**src/rtl/fabric_config_loader.sv**
```systemverilog
// fabric_config_loader
//   Wishbone classic slave that feeds the FABulous fabric's serial configuration
//   port. Bitstream words are pushed into a small FIFO through the DATA register
//   and shifted out MSB-first. Each data bit is interleaved with the matching bit
//   of a programmable control word, over four phases per bit:
//   SETUP, HIGH, HOLD and LOW.
//
//   Register map (byte offsets from BASE_ADR):
//     0x0 DATA      : write pushes a word into the FIFO (reads return 0)
//     0x4 CTRL/STAT : [0] EN, [1] BUSY, [2] FULL, [3] EMPTY, [4] FLUSH (write-1 pulse)
//     0x8 CTRL_WORD : control word, reset 0x0000FAB1
//     0xC COUNT     : completed-word counter; any write clears it
//
//   Ports:
//     wb_clk_i, wb_rst_i : clock, synchronous active-high reset
//     wbs_*              : Wishbone classic slave
//     s_clk, s_data      : fabric configuration serial clock / data
//     busy               : high while a word is being shifted
//
//   COUNT_RST is the COUNT reset value. It is left at 0 in the product and only
//   changed to preload the counter near its wrap point.
module fabric_config_loader #(
    parameter logic [31:0] BASE_ADR   = 32'h3000_0000,
    parameter int          FIFO_DEPTH = 4,
    parameter int          DIV        = 1,
    parameter logic [15:0] COUNT_RST  = 16'h0000
) (
    input  logic        wb_clk_i,
    input  logic        wb_rst_i,
    input  logic        wbs_stb_i,
    input  logic        wbs_cyc_i,
    input  logic        wbs_we_i,
    input  logic [3:0]  wbs_sel_i,
    input  logic [31:0] wbs_adr_i,
    input  logic [31:0] wbs_dat_i,
    output logic [31:0] wbs_dat_o,
    output logic        wbs_ack_o,
    output logic        s_clk,
    output logic        s_data,
    output logic        busy
);

    localparam int AW = $clog2(FIFO_DEPTH);
    localparam int CW = AW + 1;
    localparam int DW = (DIV > 1) ? $clog2(DIV) : 1;
    localparam logic [DW-1:0] DIV_LAST  = DW'(DIV - 1);
    localparam logic [CW-1:0] FULL_CNT  = CW'(FIFO_DEPTH);

    typedef enum logic [2:0] {IDLE, SETUP, HIGH, HOLD, LOW} state_t;

    state_t        state_q;
    logic [DW-1:0] div_q;
    logic [4:0]    bit_q;
    logic [31:0]   sh_q, ctl_q;
    logic          s_clk_q, s_data_q, busy_q, go_q;
    logic          en_q;
    logic [31:0]   ctrl_word_q;
    logic [15:0]   count_q;
    logic          ack_q;
    logic [31:0]   dat_o_q;

    logic [31:0]   mem [FIFO_DEPTH];
    logic [AW-1:0] wr_ptr_q, rd_ptr_q;
    logic [CW-1:0] cnt_q, cnt_d;

    logic        hit, acc, wr_ok, push, pop, flush, cnt_clr;
    logic        fifo_full, fifo_empty, start_ok, last_phase, last_bit, word_done;
    logic [1:0]  off;
    logic [31:0] rd_val, fifo_head;
    logic        unused_adr;

    assign unused_adr = ^wbs_adr_i[1:0];

    assign fifo_full  = (cnt_q == FULL_CNT);
    assign fifo_empty = (cnt_q == '0);
    assign fifo_head  = mem[rd_ptr_q];
    assign start_ok   = en_q & ~fifo_empty;
    assign last_phase = (div_q == DIV_LAST);
    assign last_bit   = (bit_q == 5'd0);
    assign word_done  = (state_q == LOW) & last_phase & last_bit;

    // IDLE launches one cycle after go_q sees EN and data, which places the first
    // SETUP two cycles after the enabling ack. Back-to-back words skip IDLE.
    assign pop = ((state_q == IDLE) & go_q & start_ok) | (word_done & start_ok);

    assign hit   = wbs_stb_i & wbs_cyc_i & (wbs_adr_i[31:4] == BASE_ADR[31:4]);
    assign off   = wbs_adr_i[3:2];
    assign wr_ok = wbs_we_i & (wbs_sel_i == 4'b1111);
    // A DATA push into a full FIFO holds off its ack until a pop frees a slot in
    // the same cycle. Partial-select writes are never stalled because they are
    // discarded anyway.
    assign acc     = hit & ~ack_q & ~(wr_ok & (off == 2'd0) & fifo_full & ~pop);
    assign push    = acc & wr_ok & (off == 2'd0);
    assign flush   = acc & wr_ok & (off == 2'd1) & wbs_dat_i[4];
    assign cnt_clr = acc & wr_ok & (off == 2'd3);

    always_comb begin
        rd_val = '0;
        case (off)
            2'd1:    rd_val = {28'd0, fifo_empty, fifo_full, busy_q, en_q};
            2'd2:    rd_val = ctrl_word_q;
            2'd3:    rd_val = {16'd0, count_q};
            default: rd_val = '0;
        endcase
    end

    always_comb begin
        cnt_d = cnt_q;
        if (push & ~pop)      cnt_d = cnt_q + CW'(1);
        else if (pop & ~push) cnt_d = cnt_q - CW'(1);
    end

    always_ff @(posedge wb_clk_i) begin
        if (wb_rst_i) begin
            ack_q       <= 1'b0;
            dat_o_q     <= '0;
            en_q        <= 1'b0;
            ctrl_word_q <= 32'h0000_FAB1;
        end else begin
            ack_q   <= acc;
            dat_o_q <= (acc & ~wbs_we_i) ? rd_val : '0;
            if (acc & wr_ok) begin
                case (off)
                    2'd1:    en_q        <= wbs_dat_i[0];
                    2'd2:    ctrl_word_q <= wbs_dat_i;
                    default: ;
                endcase
            end
        end
    end

    always_ff @(posedge wb_clk_i) begin
        if (wb_rst_i) begin
            wr_ptr_q <= '0;
            rd_ptr_q <= '0;
            cnt_q    <= '0;
        end else if (flush) begin
            // A word popped in this same cycle is already in the shift register.
            rd_ptr_q <= wr_ptr_q;
            cnt_q    <= '0;
        end else begin
            if (push) wr_ptr_q <= wr_ptr_q + AW'(1);
            if (pop)  rd_ptr_q <= rd_ptr_q + AW'(1);
            cnt_q <= cnt_d;
        end
    end

    always_ff @(posedge wb_clk_i) begin
        if (push) mem[wr_ptr_q] <= wbs_dat_i;
        if (pop) begin
            sh_q  <= fifo_head;
            ctl_q <= ctrl_word_q;
        end
    end

    always_ff @(posedge wb_clk_i) begin
        if (wb_rst_i)       count_q <= COUNT_RST;
        else if (cnt_clr)   count_q <= '0;
        else if (word_done) count_q <= count_q + 16'd1;
    end

    // Outputs are registered alongside the state: each transition also sets the
    // pin levels that belong to the state being entered.
    always_ff @(posedge wb_clk_i) begin
        if (wb_rst_i) begin
            state_q  <= IDLE;
            div_q    <= '0;
            bit_q    <= '0;
            go_q     <= 1'b0;
            s_clk_q  <= 1'b0;
            s_data_q <= 1'b0;
            busy_q   <= 1'b0;
        end else begin
            go_q <= start_ok;
            case (state_q)
                IDLE: begin
                    s_clk_q <= 1'b0;
                    if (pop) begin
                        state_q  <= SETUP;
                        div_q    <= '0;
                        bit_q    <= 5'd31;
                        busy_q   <= 1'b1;
                        s_data_q <= fifo_head[31];
                    end
                end
                default: begin
                    if (!last_phase) begin
                        div_q <= div_q + DW'(1);
                    end else begin
                        div_q <= '0;
                        case (state_q)
                            SETUP: begin
                                state_q <= HIGH;
                                s_clk_q <= 1'b1;
                            end
                            HIGH: begin
                                state_q  <= HOLD;
                                s_data_q <= ctl_q[bit_q];
                            end
                            HOLD: begin
                                state_q <= LOW;
                                s_clk_q <= 1'b0;
                            end
                            default: begin
                                if (!last_bit) begin
                                    bit_q    <= bit_q - 5'd1;
                                    state_q  <= SETUP;
                                    s_data_q <= sh_q[bit_q - 5'd1];
                                end else if (start_ok) begin
                                    bit_q    <= 5'd31;
                                    state_q  <= SETUP;
                                    s_data_q <= fifo_head[31];
                                end else begin
                                    // s_data keeps its last level while idle.
                                    state_q <= IDLE;
                                    busy_q  <= 1'b0;
                                end
                            end
                        endcase
                    end
                end
            endcase
        end
    end

    assign wbs_ack_o = ack_q;
    assign wbs_dat_o = dat_o_q;
    assign s_clk     = s_clk_q;
    assign s_data    = s_data_q;
    assign busy      = busy_q;

endmodule

```
**config.mk**
```make
export PLATFORM = sky130hd
export DESIGN_NAME = fabric_config_loader
export DESIGN_NICKNAME = d
export VERILOG_FILES = /design/src/rtl/fabric_config_loader.sv
export SDC_FILE = /design/constraint.sdc
export NUM_CORES = 1
export LEC_CHECK = 0
export BUFFER_PORTS_ARGS = -buffer_cell sky130_fd_sc_hd__buf_2
export CORE_ASPECT_RATIO = 1.5
export CORE_UTILIZATION = 45
export CTS_CLUSTER_DIAMETER = 30
export DETAILED_ROUTE_END_ITERATION = 16
export GPL_ROUTABILITY_DRIVEN = 0
export GPL_TIMING_DRIVEN = 0
export PLACE_DENSITY = 0.74
export SLEW_MARGIN = 20
export SYNTH_ARGS = -nofsm -noshare
export SYNTH_HDL_FRONTEND = slang
export SYNTH_SLANG_ARGS = --single-unit
```
**constraint.sdc**
```tcl
create_clock -name wb_clk_i -period 13.9 [get_ports wb_clk_i]
set_input_delay 2.78 -clock wb_clk_i [delete_from_list [all_inputs] [get_ports wb_clk_i]]
set_output_delay 2.78 -clock wb_clk_i [all_outputs]
set_load 0.02 [all_outputs]
```
==> results by group, run 1 <==
Outcome
  – Status: finished clean

Placed design
  – Cells after DPL: 1191
  – HPWL after DPL: 17350 µm
  – DP Worst Slack: 7.964 ns
  – Port Buf Inserts: about 100

Critical path
  – Critical Path AT: 5.80 ns
  – CP most frequent cell: inv_1
  – Delay of the slowest critical-path stage: 0.56 ns
  – Slowest-stage cell, CP: nor4_1
  – Worst-path cell chain: buf_2 > nor4_1 > nand2_1 > nor4_4 > nand3_1 > inv_1 > ha_1 > inv_1 > fa_1 > xor2_1 > nor2_1 > xnor2_1 > nor3_1
  – CP Class: input port to flip-flop
  – Critical path endpoint category: flip-flop
  – Crit path max fanout: 8
  – Worst Path Buf+Inv: 3
  – Data required time of the critical path: 14.25 ns
  – Crit path launch type: input port
  – CP top delay family: simple AND/OR/NAND/NOR gates

Detailed routing
  – 1st-iter DRT viols: 557
  – Via count: 6838
  – Routed WL per cell: 19.92 µm
  – DRT antenna net count: 0
  – Max Used Layer: met4
  – Post-Route M1 WL: 9474 µm
  – Met3 WL: 1134 µm
  – Drt pass-1 iters: 7
  – Vias per inst: between 5 and 6
  – Total wire length: ~25000 µm
  – DRC: 0
  – Metal2 WL: 13470 µm

STA
  – Skew final: 0.02250 ns
  – Final count of negative-setup-slack endpoints: 0
  – Slew Viols, Final: 0
  – Rel. slew slack: a little under two fifths
  – Final period util: 39.19%
  – Final Hold Viols: 0
  – Crit path time final: 5.448 ns
  – Setup TNS Final: 0 ns
  – Max Fclk: 183.6 MHz
  – Pin slew with the least headroom to its limit: about 0.95 ns
  – Fin worst setup slack: 8.452 ns
  – RSZ-0062 raised after global routing: false

Die
  – Die Ht: 198.4 µm
  – Num ports: 109
  – Die area: 26360 µm²
  – Starting Density: roughly 46%
  – Site row count: 71
  – Core ar.: ~25000 µm²
  – Die X: 132.9 µm

Logic synthesis
  – Post-Syn Area per Cell: 15.36 µm²
  – Compound-Gate Fraction of Synth Area: 3.537%
  – Top post-synthesis cells by area: edfxtp_1 50%, dfxtp_1 18%, mux4_2 8.6%, mux2i_1 3.9%, nor2_1 2.5%
  – #FFs+latches synth: 295
  – Primary FF master, synth: edfxtp_1
  – Adder-Cell Fraction of Synth Area: 1.038%
  – Post-synthesis simple-gate area fraction: 10.37%
  – Post-Synthesis Cells: 753
  – Sequential share of the synthesized area: 67.67%
  – Netlist cell types: 65
  – Combinational family with the most area after synthesis: multiplexers
  – Post-Synth XOR/XNOR Area: 2.055%
  – Top-area cell type share of the netlist area: approximately half
  – Ys async rst share: 0%
  – Synthesized cell area: approximately 12000 µm²
  – Post-synth EDFFs: 192
  – Leading area contributor after synthesis: edfxtp_1
  – Synth warn: 0
  – Synthesized netlist net count: 835
  – Post-synthesis mux area share: 13.04%

Global route
  – Initial antenna violation count: 0
  – Total GRT Usage: 19.41%
  – Vias in the first global route: between 6000 and 7000
  – First-pass GRT wire length: 38760 µm
  – Congestion Overflow GR: 0
  – Largest net degree at the start of global routing: 27

Clocking
  – TritonCTS clock tree: yes
  – Clk slew on worst S/H paths: 0.07 ns
  – CTS Buf Count: 34
  – Sink Count: approximately 300
  – Cts repair resizes: 0
  – Clock Tree Root: clkbuf_16
  – Clk Latency, worst-skew pair: 0.51 ns
  – # H-tree levels: 2
  – Max Root-Sink Buffers: 3
  – Hold buffers post-CTS: 0
  – Post-CTS setup buffers: 0

Power
  – Peak VDD IR: about 100 µV
  – Power per cell area: roughly 140 nW/µm²
  – Total power: 0.001882 W
  – Leak: about 4.8 nW

Cells and area
  – Fill count: 1940
  – Area Growth Syn to Fin: 19.87%
  – Layout cells sized above 1: 26.70%
  – Ant diodes: 0
  – Final Net Count: 981
  – Layout Cells excl Fill: 1253

Hold path
  – Hold Crit Class: flip-flop to flip-flop

Flow run
  – Maxcap violations: 0
cell type report:
class	count	area, µm²	share of cell area [%]
clock inverters	20	252.7	1.823
inverters	21	78.83	0.5685
repair buffers	110	648.1	4.674
multi-input cells	397	3518	25.37
flip-flops and latches	295	7828	56.45
well taps	328	410.4	2.960
clock buffers	42	944.7	6.813
plain buffers	40	185.2	1.336
report_power, final:
group          total (W)  internal (W)  leakage [nW]        switching (W)
sequential      0.000928      0.000928          2.60  0.00000000000000561
clock           0.000924      0.000557         0.582             0.000367
combinational  0.0000298     0.0000107          1.62            0.0000191
worst register-to-register path: cells and delay by family (launching register included):
kind	cells	cell delay (ns)
AOI/OAI and AO/OA	2	0.67
xor gates and xnor gates	2	0.28
adders and majority gates	3	0.71
buffers and inverters	6	1.09
DFF	1	0.31
and+or+nand+nor	4	1.08
synthesized netlist by cell type (11+ instances only):
library cell	instances
a22oi_1	16
and3_1	21
clkbuf_1	25
dfxtp_1	103
edfxtp_1	192
inv_1	21
mux2i_1	45
mux4_2	44
nand2_1	17
nand3_1	13
nand4_1	12
nor2_1	76
nor3_1	16
nor3b_1	11
nor4_1	11
xnor2_1	19
routing by layer:
layer,track usage [%],vias to the layer above
li1,-,3189
met1,22.56,3387
met2,35.70,200
met3,2.099,62
met4,8.940,0
met5,0,-
layout by cell type, fill, tap and decap left out, types with 4 or more instances in the layout:
| cell | count |
|---|---|
| a211oi_1 | 5 |
| a21oi_1 | 6 |
| a22oi_1 | 16 |
| and2_1 | 4 |
| and3_1 | 21 |
| buf_1 | 4 |
| buf_12 | 5 |
| buf_2 | 108 |
| buf_4 | 6 |
| clkbuf_1 | 30 |
| clkbuf_16 | 37 |
| dfxtp_1 | 103 |
| edfxtp_1 | 192 |
| ha_1 | 8 |
| inv_1 | 21 |
| inv_8 | 5 |
| mux2_2 | 6 |
| mux2i_1 | 45 |
| mux4_2 | 44 |
| nand2_1 | 17 |
| nand3_1 | 13 |
| nand3b_1 | 5 |
| nand4_1 | 12 |
| nor2_1 | 71 |
| nor2_4 | 5 |
| nor2b_1 | 4 |
| nor3_1 | 16 |
| nor3b_1 | 11 |
| nor4_1 | 11 |
| o21ai_0 | 4 |
| or3_1 | 4 |
| xnor2_1 | 19 |
| xor2_1 | 5 |
through the flow:
step / hold WS [ns] / utilization (%) / cell area, µm²
final: 0.4463 / 55.15 / 13870
after global routing: 0.4536 / 55.15 / 13870
after CTS: 0.4461 / 55.13 / 13860
after detailed placement: 0.4337 / 50.37 / 12660
after global placement: 0.4254 / 49.71 / 12500
after floorplan: 0.4213 / - / 11570
state kept, by name (all words and copies together) (netlist names), 2 cells and up, named ones only:
register / cells
wbs_dat_o: 32
count_q: 16
bit_q: 5
ctrl_word_q: 32
sh_q: 32
mem: 128
wr_ptr_q: 2
rd_ptr_q: 2
ctl_q: 32
cnt_q: 3
state_q: 3
cells by family (layout without fill, tap and decap cells):
family	count (synthesis)	count (layout)
compound gates	54	54
xor+xnor	25	25
fa+ha+maj	9	9
buf+inv	61	233
flops	295	295
mux	95	95
simple gates	214	214
path summary, 6_finish.rpt:
check | slack (ns) | depth (start not counted) | startpoint | endpoint
worst max-delay path | 8.45 | 13 | wbs_adr_i[9] | cnt_q[2]
worst min register to register | 0.45 | 0 | ctrl_word_q[22] | ctl_q[22]
worst max register to register | 9.59 | 17 | bit_q[0] | cnt_q[2]
worst min-delay path | 0.45 | 0 | ctrl_word_q[22] | ctl_q[22]
(Power assumes the default switching activity.)
==> inputs of run 2 (changes only) <==
Clock period 13.9 ns to 5.1 ns, I/O delays scaled along.
==> results by group, run 2 (synthesis results as in run 1) <==
Outcome
  – Status: finished clean (unchanged)

Power
  – Peak VDD IR: 246.4 µV (was 100.7 µV)
  – Power per cell area: 380.1 nW/µm² (was 135.7 nW/µm²)
  – Leak: 4.871 nW (was 4.805 nW)
  – Total power: 0.005321 W (was 0.001882 W)

Placed design
  – Port Buf Inserts: 104 (unchanged)
  – HPWL after DPL: 17270 µm (was 17350 µm)
  – Cells after DPL: 1191 (unchanged)

Die
  – Die area: 26360 µm² (unchanged)
  – Site row count: 71 (unchanged)
  – Die Ht: 198.4 µm (unchanged)
  – Num ports: 109 (unchanged)
  – Die X: 132.9 µm (unchanged)
  – Core ar.: 25140 µm² (unchanged)
  – Starting Density: 46.01% (unchanged)

Cells and area
  – Layout cells sized above 1: 27.12% (was 26.70%)
  – Commonest non-fill, non-tap cell in the layout: edfxtp_1 (unchanged)
  – Ant diodes: 0 (unchanged)
  – Max reg flops: 128 (unchanged)
  – Largest Register: mem (unchanged)
  – Layout Cells excl Fill: 1261 (was 1253)
  – Final Net Count: 986 (was 981)
  – Commonest non-fill, non-tap cells in the layout: 192 x edfxtp_1, 108 x buf_2, 103 x dfxtp_1 (unchanged)
  – Area Growth Syn to Fin: 21.01% (was 19.87%)

Clocking
  – CTS Buf Count: 39 (was 34)
  – Clock Tree Root: clkbuf_16 (unchanged)
  – Post-CTS setup buffers: 0 (unchanged)
  – # H-tree levels: 2 (unchanged)
  – TritonCTS clock tree: yes (unchanged)
  – Clk Latency, worst-skew pair: 0.53 ns (was 0.51 ns)
  – Sink Count: 295 (unchanged)
  – Cts repair resizes: 0 (unchanged)
  – Clk slew on worst S/H paths: 0.06 ns (was 0.07 ns)
  – Hold buffers post-CTS: 0 (unchanged)
  – Max Root-Sink Buffers: 3 (unchanged)

Global route
  – Vias in the first global route: 7073 (was 6969)
  – First-pass GRT wire length: 39610 µm (was 38760 µm)
  – Congestion Overflow GR: 0 (unchanged)
  – Initial antenna violation count: 1 (was 0)
  – Largest net degree at the start of global routing: 28 (was 27)
  – Total GRT Usage: 19.93% (was 19.41%)

Critical path
  – Critical Path AT: 4.69 ns (was 5.80 ns)
  – Crit path max fanout: 10 (was 8)
  – CP Class: flip-flop to flip-flop (was input port to flip-flop)
  – Data required time of the critical path: 5.53 ns (was 14.25 ns)
  – Critical path endpoint category: flip-flop (unchanged)
  – Crit path launch type: flip-flop (was input port)

Detailed routing
  – DRC: 0 (unchanged)
  – DRT antenna net count: 0 (unchanged)
  – Drt pass-1 iters: 6 (was 7)
  – 1st-iter DRT viols: 447 (was 557)
  – Via count: 6923 (was 6838)
  – Total wire length: 25290 µm (was 24960 µm)
  – Routed WL per cell: 20.05 µm (was 19.92 µm)
  – Vias per inst: 5.490 (was 5.457)

STA
  – Final period util: 83.60%
  – Hold slack: 0.4596 ns (was 0.4463 ns)
  – Final Hold Viols: 0 (unchanged)
  – Crit path time final: 4.264 ns
  – Final count of negative-setup-slack endpoints: 0 (unchanged)
  – Slew Viols, Final: 0 (unchanged)
  – Max Fclk: 234.5 MHz
  – Pin slew with the least headroom to its limit: 1.043 ns (was 0.9455 ns)
  – Setup TNS Final: 0 ns (unchanged)
  – Rel. slew slack: 29.85% (was 36.96%)
  – Skew final: 0.01880 ns (was 0.02250 ns)
  – RSZ-0062 raised after global routing: false (unchanged)

Flow run
  – Maxcap violations: 0 (unchanged)

Hold path
  – Hold Crit Class: flip-flop to flip-flop (unchanged)
run 2: changes by cell type in the layout (fill, tap and decap cells not counted), moves of 2 or more:
cell and delta:
clkbuf_16 +2, clkinv_8 +6, clkinv_1 +4, inv_8 -3, clkbuf_1 -3, clkinv_4 +2
run 2: path summary, 6_finish.rpt:
| kind | cells after the start | start | slack, ns | to |
|---|---|---|---|---|
| worst max-delay path | 17 | bit_q[0] | 0.84 | cnt_q[2] |
| worst min-delay path | 0 | ctrl_word_q[24] | 0.46 | ctl_q[24] |
| worst max register to register | 17 | bit_q[0] | 0.84 | cnt_q[2] |
| worst min register to register | 0 | ctrl_word_q[24] | 0.46 | ctl_q[24] |
run 2: area by class of cell:
| cell class | instances | area, µm² |
|---|---|---|
| well taps | 328 | 410.4 |
| repair buffers | 110 | 648.1 |
| clock inverters | 28 | 336.6 |
| inverters | 21 | 78.83 |
| clock buffers | 42 | 997.2 |
| multi-input cells | 397 | 3513 |
| fillers | 1953 | 11140 |
| flip-flops and latches | 295 | 7828 |
| plain buffers | 40 | 185.2 |
run 2: layer usage:
metal | vias to the layer above | wire (µm) | track usage (%)
li1 | 3200 | - | -
met1 | 3465 | 9749 | 22.47
met2 | 188 | 13470 | 36.51
met3 | 68 | 1062 | 3.303
met4 | 2 | 997 | 9.323
met5 | - | 10 | 0
run 2: report_power, final:
part	leakage [nW]	internal (W)	total (W)	switching, W
sequential	2.60	0.00253	0.00253	0.0000000000000147
clock	0.641	0.00162	0.00271	0.00109
combinational	1.63	0.0000293	0.0000818	0.0000525
run 2: critical path: stages (launching register included):
cell and delay, ns:
dfxtp_1 0.30, clkbuf_1 0.23, buf_4 0.30, buf_2 0.24, inv_1 0.11, ha_1 0.15
nor4b_4 0.45, a31oi_2 0.27, o2111ai_2 0.39, nand3_1 0.42, inv_1 0.16, ha_1 0.19
inv_1 0.06, fa_1 0.37, xor2_1 0.15, nor2_1 0.11, xnor2_1 0.07, nor3_1 0.20
run 2: per-stage QoR:
stage	util [%]	setup WS, ns	cell area (µm²)
after floorplan	-	0.5964	11570
after global placement	49.72	-0.8504	12500
after detailed placement	50.37	0.8886	12660
after CTS	55.68	0.8605	14000
after global routing	55.68	0.5273	14000
final	55.68	0.8365	14000
